**config.mk**
```make
export PLATFORM = sky130hd
export DESIGN_NAME = inst_fetch_cache_flat
export DESIGN_NICKNAME = d
export VERILOG_FILES = /design/src/rtl/inst_fetch_cache_pkg.sv /design/src/rtl/inst_fetch_cache_if.sv /design/src/rtl/inst_fetch_cache_icache_array.sv /design/src/rtl/inst_fetch_cache.sv /design/src/flat_wrapper.sv
export SDC_FILE = /design/constraint.sdc
export NUM_CORES = 2
export LEC_CHECK = 0
export ABC_AREA = 1
export CELL_PAD_IN_SITES_DETAIL_PLACEMENT = 0
export CELL_PAD_IN_SITES_GLOBAL_PLACEMENT = 1
export CORE_MARGIN = 5
export CORE_UTILIZATION = 50
export CTS_BUF_LIST = sky130_fd_sc_hd__clkbuf_8
export CTS_CLUSTER_DIAMETER = 120
export DETAILED_ROUTE_END_ITERATION = 8
export PLACE_DENSITY_LB_ADDON = 0.1
export SLEW_MARGIN = 40
export SYNTH_ARGS = -nofsm -noshare
export SYNTH_HDL_FRONTEND = slang
export SYNTH_SLANG_ARGS = --single-unit
```
**constraint.sdc**
```tcl
create_clock -name clk_in -period 7.45 [get_ports clk_in]
set_input_delay 1.49 -clock clk_in [delete_from_list [all_inputs] [get_ports clk_in]]
set_output_delay 1.49 -clock clk_in [all_outputs]
set_load 0.02 [all_outputs]
```
**src/rtl/inst_fetch_cache_pkg.sv**
```systemverilog
// Shared types and state encoding for the instruction fetch front end.
package inst_fetch_cache_pkg;
  typedef logic [31:0] addr_t;
  typedef logic [31:0] data_t;

  localparam logic TRUE  = 1'b1;
  localparam logic FALSE = 1'b0;

  typedef enum logic [1:0] {
    LOOKUP    = 2'b00,
    MISS_REQ  = 2'b01,
    MISS_WAIT = 2'b10
  } if_state_e;
endpackage

```
**src/rtl/inst_fetch_cache_if.sv**
```systemverilog
// Fetch-unit bus: ROB redirect, memory-controller IF port and decoder port.
interface inst_fetch_cache_if;
  import inst_fetch_cache_pkg::*;

  logic  clr_in;
  addr_t rob_to_if_newPC;
  addr_t if_to_mc_PC;
  logic  if_to_mc_ready;
  logic  mc_to_if_valid;
  data_t mc_to_if_inst;
  logic  mc_to_if_ready;
  logic  dec_to_if_full;
  logic  if_to_dec_valid;
  data_t if_to_dec_inst;
  addr_t if_to_dec_PC;

  // fetch unit side
  modport master (
    input  clr_in, rob_to_if_newPC, mc_to_if_valid, mc_to_if_inst,
           mc_to_if_ready, dec_to_if_full,
    output if_to_mc_PC, if_to_mc_ready, if_to_dec_valid, if_to_dec_inst,
           if_to_dec_PC
  );

  // surrounding pipeline side (ROB, memory controller, decoder)
  modport slave (
    output clr_in, rob_to_if_newPC, mc_to_if_valid, mc_to_if_inst,
           mc_to_if_ready, dec_to_if_full,
    input  if_to_mc_PC, if_to_mc_ready, if_to_dec_valid, if_to_dec_inst,
           if_to_dec_PC
  );
endinterface

```
**src/rtl/inst_fetch_cache_icache_array.sv**
```systemverilog
// Direct-mapped line storage: combinational read, synchronous write.
module inst_fetch_cache_icache_array
  import inst_fetch_cache_pkg::*;
#(
  parameter int IDX_W = 6,
  parameter int TAG_W = 30 - IDX_W
) (
  input  logic             clk_in,
  input  logic             rst_in,
  input  logic [IDX_W-1:0] rd_idx,
  output logic             rd_valid,
  output logic [TAG_W-1:0] rd_tag,
  output data_t            rd_data,
  input  logic             wr_en,
  input  logic [IDX_W-1:0] wr_idx,
  input  logic [TAG_W-1:0] wr_tag,
  input  data_t            wr_data
);
  localparam int LINES = 1 << IDX_W;

  logic [LINES-1:0] valid_q;
  logic [TAG_W-1:0] tag_q  [LINES];
  data_t            data_q [LINES];

  // valid bits are the only storage that needs clearing on reset
  always_ff @(posedge clk_in) begin
    if (rst_in)     valid_q         <= '0;
    else if (wr_en) valid_q[wr_idx] <= 1'b1;
  end

  // tag and data are only meaningful behind a set valid bit
  always_ff @(posedge clk_in) begin
    if (wr_en) begin
      tag_q[wr_idx]  <= wr_tag;
      data_q[wr_idx] <= wr_data;
    end
  end

  assign rd_valid = valid_q[rd_idx];
  assign rd_tag   = tag_q[rd_idx];
  assign rd_data  = data_q[rd_idx];
endmodule

```
**src/rtl/inst_fetch_cache.sv**
```systemverilog
// Instruction fetch front end: PC, direct-mapped I-cache lookup, miss refill.
module inst_fetch_cache
  import inst_fetch_cache_pkg::*;
#(
  parameter int    IDX_W    = 6,
  parameter addr_t RESET_PC = 32'h0
) (
  input  logic                clk_in,
  input  logic                rst_in,
  input  logic                rdy_in,
  inst_fetch_cache_if.master  bus
);
  localparam int TAG_W = 30 - IDX_W;

  if_state_e        state_q, state_d;
  addr_t            pc_q, pc_d;
  logic             emit, fill, hit;
  logic [IDX_W-1:0] idx;
  logic [TAG_W-1:0] tag, rd_tag;
  logic             rd_valid;
  data_t            rd_data;
  logic             dec_valid_q;
  data_t            dec_inst_q;
  addr_t            dec_pc_q, mc_pc_q;

  assign idx = pc_q[IDX_W+1:2];
  assign tag = pc_q[31:IDX_W+2];
  assign hit = rd_valid && (rd_tag == tag);

  inst_fetch_cache_icache_array #(.IDX_W(IDX_W), .TAG_W(TAG_W)) u_array (
    .clk_in  (clk_in),
    .rst_in  (rst_in),
    .rd_idx  (idx),
    .rd_valid(rd_valid),
    .rd_tag  (rd_tag),
    .rd_data (rd_data),
    .wr_en   (fill && rdy_in && !rst_in),
    .wr_idx  (idx),
    .wr_tag  (tag),
    .wr_data (bus.mc_to_if_inst)
  );

  // a request must never be accepted in a flush cycle, hence the clr gate
  assign bus.if_to_mc_ready  = (state_q == MISS_REQ) && !bus.clr_in;
  assign bus.if_to_mc_PC     = mc_pc_q;
  assign bus.if_to_dec_valid = dec_valid_q;
  assign bus.if_to_dec_inst  = dec_inst_q;
  assign bus.if_to_dec_PC    = dec_pc_q;

  // next state: redirect beats everything; a response during a flush is dropped
  always_comb begin
    state_d = state_q;
    pc_d    = pc_q;
    emit    = FALSE;
    fill    = FALSE;
    if (bus.clr_in) begin
      pc_d    = bus.rob_to_if_newPC;
      state_d = LOOKUP;
    end else begin
      case (state_q)
        LOOKUP: if (!bus.dec_to_if_full) begin
          if (hit) begin
            emit = TRUE;
            pc_d = pc_q + 32'd4;
          end else begin
            state_d = MISS_REQ;
          end
        end
        MISS_REQ:  if (bus.mc_to_if_valid) state_d = MISS_WAIT;
        MISS_WAIT: if (bus.mc_to_if_ready) begin
          fill    = TRUE;
          state_d = LOOKUP;
        end
        default: state_d = LOOKUP;
      endcase
    end
  end

  // state, PC and registered decoder/MC outputs; rdy_in low freezes all of it
  always_ff @(posedge clk_in) begin
    if (rst_in) begin
      state_q     <= LOOKUP;
      pc_q        <= RESET_PC;
      dec_valid_q <= FALSE;
      dec_inst_q  <= '0;
      dec_pc_q    <= '0;
      mc_pc_q     <= '0;
    end else if (rdy_in) begin
      state_q     <= state_d;
      pc_q        <= pc_d;
      dec_valid_q <= emit;
      if (emit) begin
        dec_inst_q <= rd_data;
        dec_pc_q   <= pc_q;
      end
      // PC is stable from here until the fill, so latch the fetch address once
      if (state_q == LOOKUP && state_d == MISS_REQ) mc_pc_q <= pc_q;
    end
  end
endmodule

```
**src/flat_wrapper.sv**
```systemverilog
// flat-port wrapper written by rule: the top's interface ports become plain ports
module inst_fetch_cache_flat import inst_fetch_cache_pkg::*;
#(
  parameter int    IDX_W    = 6,
  parameter addr_t RESET_PC = 32'h0
)
  (clk_in, rst_in, rdy_in, bus_clr_in, bus_rob_to_if_newPC, bus_mc_to_if_valid, bus_mc_to_if_inst, bus_mc_to_if_ready, bus_dec_to_if_full, bus_if_to_mc_PC, bus_if_to_mc_ready, bus_if_to_dec_valid, bus_if_to_dec_inst, bus_if_to_dec_PC);
  inst_fetch_cache_if bus_i ();
  input  logic clk_in;
  input  logic rst_in;
  input  logic rdy_in;
  input wire logic [$bits(bus_i.clr_in)-1:0] bus_clr_in;
  input wire logic [$bits(bus_i.rob_to_if_newPC)-1:0] bus_rob_to_if_newPC;
  input wire logic [$bits(bus_i.mc_to_if_valid)-1:0] bus_mc_to_if_valid;
  input wire logic [$bits(bus_i.mc_to_if_inst)-1:0] bus_mc_to_if_inst;
  input wire logic [$bits(bus_i.mc_to_if_ready)-1:0] bus_mc_to_if_ready;
  input wire logic [$bits(bus_i.dec_to_if_full)-1:0] bus_dec_to_if_full;
  output wire logic [$bits(bus_i.if_to_mc_PC)-1:0] bus_if_to_mc_PC;
  output wire logic [$bits(bus_i.if_to_mc_ready)-1:0] bus_if_to_mc_ready;
  output wire logic [$bits(bus_i.if_to_dec_valid)-1:0] bus_if_to_dec_valid;
  output wire logic [$bits(bus_i.if_to_dec_inst)-1:0] bus_if_to_dec_inst;
  output wire logic [$bits(bus_i.if_to_dec_PC)-1:0] bus_if_to_dec_PC;
  assign bus_i.clr_in = bus_clr_in;
  assign bus_i.rob_to_if_newPC = bus_rob_to_if_newPC;
  assign bus_i.mc_to_if_valid = bus_mc_to_if_valid;
  assign bus_i.mc_to_if_inst = bus_mc_to_if_inst;
  assign bus_i.mc_to_if_ready = bus_mc_to_if_ready;
  assign bus_i.dec_to_if_full = bus_dec_to_if_full;
  assign bus_if_to_mc_PC = bus_i.if_to_mc_PC;
  assign bus_if_to_mc_ready = bus_i.if_to_mc_ready;
  assign bus_if_to_dec_valid = bus_i.if_to_dec_valid;
  assign bus_if_to_dec_inst = bus_i.if_to_dec_inst;
  assign bus_if_to_dec_PC = bus_i.if_to_dec_PC;
  inst_fetch_cache #(.IDX_W(IDX_W), .RESET_PC(RESET_PC)) u_core (.clk_in(clk_in), .rst_in(rst_in), .rdy_in(rdy_in), .bus(bus_i));
endmodule
```
Word level (Yosys, flattened, before mapping)

Memory sizes are Yosys's and may differ from the RTL's. A register that Yosys moved wholly into a read port is not among the register bits.
Index checks and enable logic that the tools add are counted.

Flip-flop bits (word level): 163
Bits in writable memories: 3584
Input bits: 71
Word-level logic and storage cells: 56
Memories: 2

$add $sub $neg: 1
Order comparisons: 2
Equal/unequal tests: 5
Multiplexer cells: 25
Bitwise gates (word level): 1
Reduce and logical (&&, ||, !) cells: 14

Memories:

| name                  | depth | bits a word | read ports | clocked after Yosys merged registers in | write ports | line                                | text |
|---|---|---|---|---|---|---|---|
| u_core.u_array.data_q | 64    | 32          | 1          | 1                                       | 1           | inst_fetch_cache_icache_array.sv:23 | `data_t data_q [LINES];` |
| u_core.u_array.tag_q  | 64    | 24          | 1          | 1                                       | 1           | inst_fetch_cache_icache_array.sv:22 | `logic [TAG_W-1:0] tag_q [LINES];` |

Operators by type and width:

| kind                                                       | count |
|---|---|
| 2-to-1 mux 32 bit                                          | 4 |
| bitwise OR 64 bit                                          | 1 |
| adder 32 x 3 -> 32 bit, second input constant              | 1 |
| == test 24 bit                                             | 1 |
| 2-to-1 mux 6 bit                                           | 2 |
| 2-to-1 mux 1 bit                                           | 11 |
| 2-to-1 mux 2 bit                                           | 5 |
| less-than comparator 6 x 7 -> 1 bit, second input constant | 1 |
| binary-select mux 1 bit (select 6 bit)                     | 1 |
| demux 1 bit (select 6 bit)                                 | 1 |
| >= comparator 6 x 1 -> 1 bit, second input constant        | 1 |
| logical AND 1 bit                                          | 6 |
| one-hot mux 2 bit (3 select lines)                         | 1 |
| == test 2 x 1 -> 1 bit, second input constant              | 2 |
| AND reduction 2 bit                                        | 2 |
| AND reduction 4 bit                                        | 1 |
| nonzero test 2 bit                                         | 2 |
| == test 2 bit, second input constant                       | 1 |
| logical NOT 1 bit                                          | 2 |
| logical NOT 2 bit                                          | 1 |
| inequality test 2 bit, second input constant               | 1 |

Logic depth before layout (Yosys ltp)

Word-level depth: 10
Mapped depth: 26

Cells and area by module

A second synthesis with hierarchy kept.

Cell total of the unflattened synthesis: 13361
Area, all modules: 153557.3 µm²

Modules (own cells, without submodules):

| module                        | times used | cells each | area an instance (µm²) | seq. area each (µm²) |
|---|---|---|---|---|
| inst_fetch_cache_icache_array | 1          | 12101      | 146076.3               | 108904.4 |
| inst_fetch_cache              | 1          | 1260       | 7480.9                 | 2622.5 |

Worst setup path after synthesis

OpenSTA, ideal clock, no wires.

Path type: input-to-reg
From: in bus_clr_in
To: mem u_core.u_array.data_q[32][0] (netlist bit), enable pin
Setup time: 0.472 ns
Data arrival time: 4.977 ns
Data required time: 6.978 ns
Setup slack: 2.001 ns
Stages on the path: 6
Buffers on the path: 1
Path through: clkbuf_1 -> nor2_1 -> nand4_1 -> nor4_1 -> inv_1 -> nor2_1

Cells in the longest elaborated chain, start to end: 5

RTL lines:

| element                                | line                                | text |
|---|---|---|
| from (decl)                            | flat_wrapper.sv:12                  | `input wire logic [$bits(bus_i.clr_in)-1:0] bus_clr_in;` |
| 2-to-1 mux 1 bit                       | inst_fetch_cache.sv:56              | `if (bus.clr_in) begin` |
| logical AND 1 bit (2 in series)        | inst_fetch_cache.sv:37              | `.wr_en (fill && rdy_in && !rst_in),` |
| 2-to-1 mux 1 bit                       | inst_fetch_cache_icache_array.sv:33 | `if (wr_en) begin` |
| 2-to-1 mux 1 bit (not written as such) | inst_fetch_cache_icache_array.sv:35 | `data_q[wr_idx] <= wr_data;` |
| to (decl)                              | inst_fetch_cache_icache_array.sv:23 |  |

Every way passes these cells.

==> impl_metrics.tcl <==
set metrics [dict create \
    run_status "complete, no violations" \
    pwr_density_cell_mw_per_mm2 259.2 \
    ctsRootBufferMaster "clkbuf_8" \
    cts_clock_pin_slew_for_the_worst_setup_and_hold_paths_ns 0.06 \
    antenna_found_initial 22 \
    buffer_ports.inserted 168 \
    worst-setup-path-type "reg2reg" \
    numClockSinks 3785 \
    power.leakage_nw 56.86 \
    avgRoutedWirePerCell_um 31.15 \
    ant_nets 0 \
    final_net_count 11380 \
    share_seq_of_total_power_pct 54.8 \
    syn-cell-area_mm2 0.1453 \
    layout.cells.most_common "edfxtp_1" \
    setup-violations-final 0 \
    syn-instance-count 10850 \
    logic_gate_share_of_total_power_pct 7.0 \
    drt-total-wl_um 488900 \
    worst_ep_required_time_ns 8.50 \
    cp_cell_sequence "inv_8, buf_12, nand2_1, nand3_1, nand3_1, nand2_1, nand2_1, nand3_1, nand3_1, nand3_1, nand2_1, nor2_1, nand3_1, nor2_1, nand3_2, nand3b_4, buf_4, nor3_1, nor2_1" \
    grt.overflow.total 0 \
    ys_types 43 \
    cts_tree "done" \
    holdCritPathClass "reg2reg" \
    grt_start_max_net_pins 163 \
    post_cts_hold_buffer_count 0 \
    avgSynthCellArea_um2 13.39 \
    p_switching_mw 10.56 \
    intPower_mw 32.15 \
    setup.worst_path.start_class "flip-flop" \
    drt_pre_antenna_iters 6 \
    critical-path-top-cell-by-count "nand3_1" \
    endpoint_kind "flip-flop" \
    drv.max_cap_violation_count 0 \
    hpwl_um 270400 \
    max_clock_skew_ns 0.08904 \
    postSynthRegisterBits 3785 \
    finalWorstPathRequiredPeriod_ns 5.495 \
    die_area_mm2 0.3014 \
    initial_utilization_pct 50.07 \
    drc_errors 0 \
    worst-endpoint-arrival_ns 6.55 \
    cts_max_level 6 \
    grt_first_pass_wirelength_um 687000 \
    first_drt_iteration_drcs 12460 \
    synth_seq_area_share_pct 76.86 \
    core-area_mm2 0.2901 \
    layout.cells.most_common_list "edfxtp_1 (3,584), nand2_1 (2,930), nand3_1 (1,380), clkbuf_8 (644), inv_1 (434)" \
    number_of_hold_violations_in_the_final_report 0 \
    power.total_mw 42.71 \
    io-pin-count 169 \
    grt_setup_unrepaired "false" \
    final_util_pct 56.79 \
    chipWidth_um 549 \
    routed_wire_length_on_met3_um 42260 \
    last_weighted_congestion_value_of_the_routability_driven_placer 0.9161 \
    period_share_pct 73.76 \
    mappedNetlistNets 10920 \
    cp_max_fo 108 \
    final_max_slew_viol_count 0 \
    clock_path_buffers 4 \
    netSwitchingFraction_pct 24.72 \
    max_freq_mhz 182.0 \
    wirelength_met1_um 191800 \
    postCtsSetupRepairBufs 0 \
    power_frac_clock_pct 38.2 \
    timing.critical_path.slowest_cell_delay_ns 0.63 \
    row_count 198 \
    numCtsBuffers 618 \
    timing.setup.tns_ns 0 \
    vdd_ir_drop_max_v 0.0001957 \
    topRoutingLayerUsed "met5" \
    chipHeight_um 549 \
    via_per_inst 6.081 \
    area.growth.synth_to_final_pct 13.41 \
    first_global_vias 92170 \
    final_layout_size_suffix_gt1_share_pct 10.51 \
    grt.total_usage_pct 31.71 \
    tightest_slew_ns 0.9404 \
    yosysWarnings 0 \
    critical-path-slowest-cell "nand3b_4" \
    met2RoutedLength_um 230800 \
    worst_slew_margin_rel_pct 37.31 \
    vias 95440 \
    post_cts_resize_count 0 \
    clkLatencyLatePin_ns 1.21 \
]
## synth_stat cells, drive strengths merged
library cell  count  area, µm²
nand4           322       2014
o211ai            2      15.01
nand3          1383       6932
xor2             20      175.2
nor3             41      221.5
o22ai             6      37.54
a221oi          236       2067
nand2          2932      11010
ha                1      12.51
nand3b            6      57.56
o21ai           134      670.6
edfxtp         3584     107600
a41oi             3      26.28
nor4              5      31.28
o2bb2ai           3      26.28
clkbuf          323       1217
or2              31      193.9
dfxtp           201       4024
buf             343       1672
o31ai             1      7.510
a31oi             2      12.51
a22o            241       2111
o41ai             2      17.52
clkinv            3      11.26
inv             204      765.7
nor2            438       1647
a22oi           291       2185
xnor2             1      8.760
a21oi            91      455.4
a21boi            2      15.01
## final timing paths
| path | start | to | slack, ns | cells after the start |
|---|---|---|---|---|
| hold / removal | u_core.u_array.valid_q[18]$_SDFFE_PP0P_ | u_core.u_array.valid_q[18]$_SDFFE_PP0P_ | 0.47 | 2 |
| hold reg to reg | u_core.u_array.valid_q[18]$_SDFFE_PP0P_ | u_core.u_array.valid_q[18]$_SDFFE_PP0P_ | 0.47 | 2 |
| setup reg to reg | flip-flop | u_core.bus.if_to_dec_inst[30]$_SDFFE_PP0P_ | 1.95 | 19 |
| setup / recovery | flip-flop | u_core.bus.if_to_dec_inst[30]$_SDFFE_PP0P_ | 1.95 | 19 |
## through the flow
stage	instances	hold WS, ns	setup slack (ns)	area (µm²)
2_1_floorplan	10850	0.4407	2.001	145300
3_3_place_gp	14550	0.4500	1.870	152700
3_5_place_dp	14580	0.4592	2.057	153600
4_1_cts	15680	0.4721	2.151	164500
5_1_grt	15690	0.4870	1.763	164700
6_report	15690	0.4732	1.955	164700
## flip-flops by register name, indices dropped and copies added (netlist names), named ones only
| signal | count |
|---|---|
| u_core.bus.if_to_dec_valid | 1 |
| u_core.u_array.valid_q | 64 |
| u_core.state_q | 2 |
| u_core.pc_q | 32 |
| u_core.bus.if_to_mc_PC | 32 |
| u_core.bus.if_to_dec_PC | 32 |
| u_core.bus.if_to_dec_inst | 32 |
| u_core.u_array.tag_q | 1536 |
| u_core.u_array.data_q | 2048 |
## critical path, delay by kind of cell, from the launching register on
family | cells | cell delay, ns
flops | 1 | 0.50
buf+inv | 3 | 1.26
simple gates | 16 | 3.16
## per-layer routing
metal | GRT usage [%] | vias up
li1 | - | 40980
met1 | 43.19 | 48380
met2 | 50.90 | 5139
met3 | 4.996 | 942
met4 | 14.14 | 2
met5 | 0 | -
## kinds of logic after synthesis
kind of cell	count (synthesis)	share of synthesized area (%)
XOR/XNOR	21	0.1266
buffers and inverters	873	2.524
AND/OR/NAND/NOR	5158	15.22
AO/OA/AOI/OAI	1014	5.264
flip-flops	3785	76.86
adder cells (fa/ha/maj)	1	0.008612
## cell type report
class	instances	area, µm²
Fill cell	23520	125400
Sequential cell	3785	111700
Multi-Input combinational cell	6194	30540
Clock buffer	643	8850
Timing Repair Buffer	505	5847
Tap cell	3900	4880
Clock inverter	450	2051
Inverter	207	837.1
Antenna cell	10	25.02
## power by group through the flow
| stage | Combinational, mW | Clock [mW] | Sequential [mW] |
|---|---|---|---|
| after global routing | 3.18 | 17.5 | 23.4 |
| after global placement | 2.91 | 0 | 23.9 |
| final | 2.99 | 16.3 | 23.4 |
| after detailed placement | 2.93 | 0 | 23.9 |
| after CTS | 2.94 | 16.5 | 23.4 |
| after floorplan | 1.48 | 0 | 23.9 |
No activity file was read; power rests on OpenSTA's default activity.
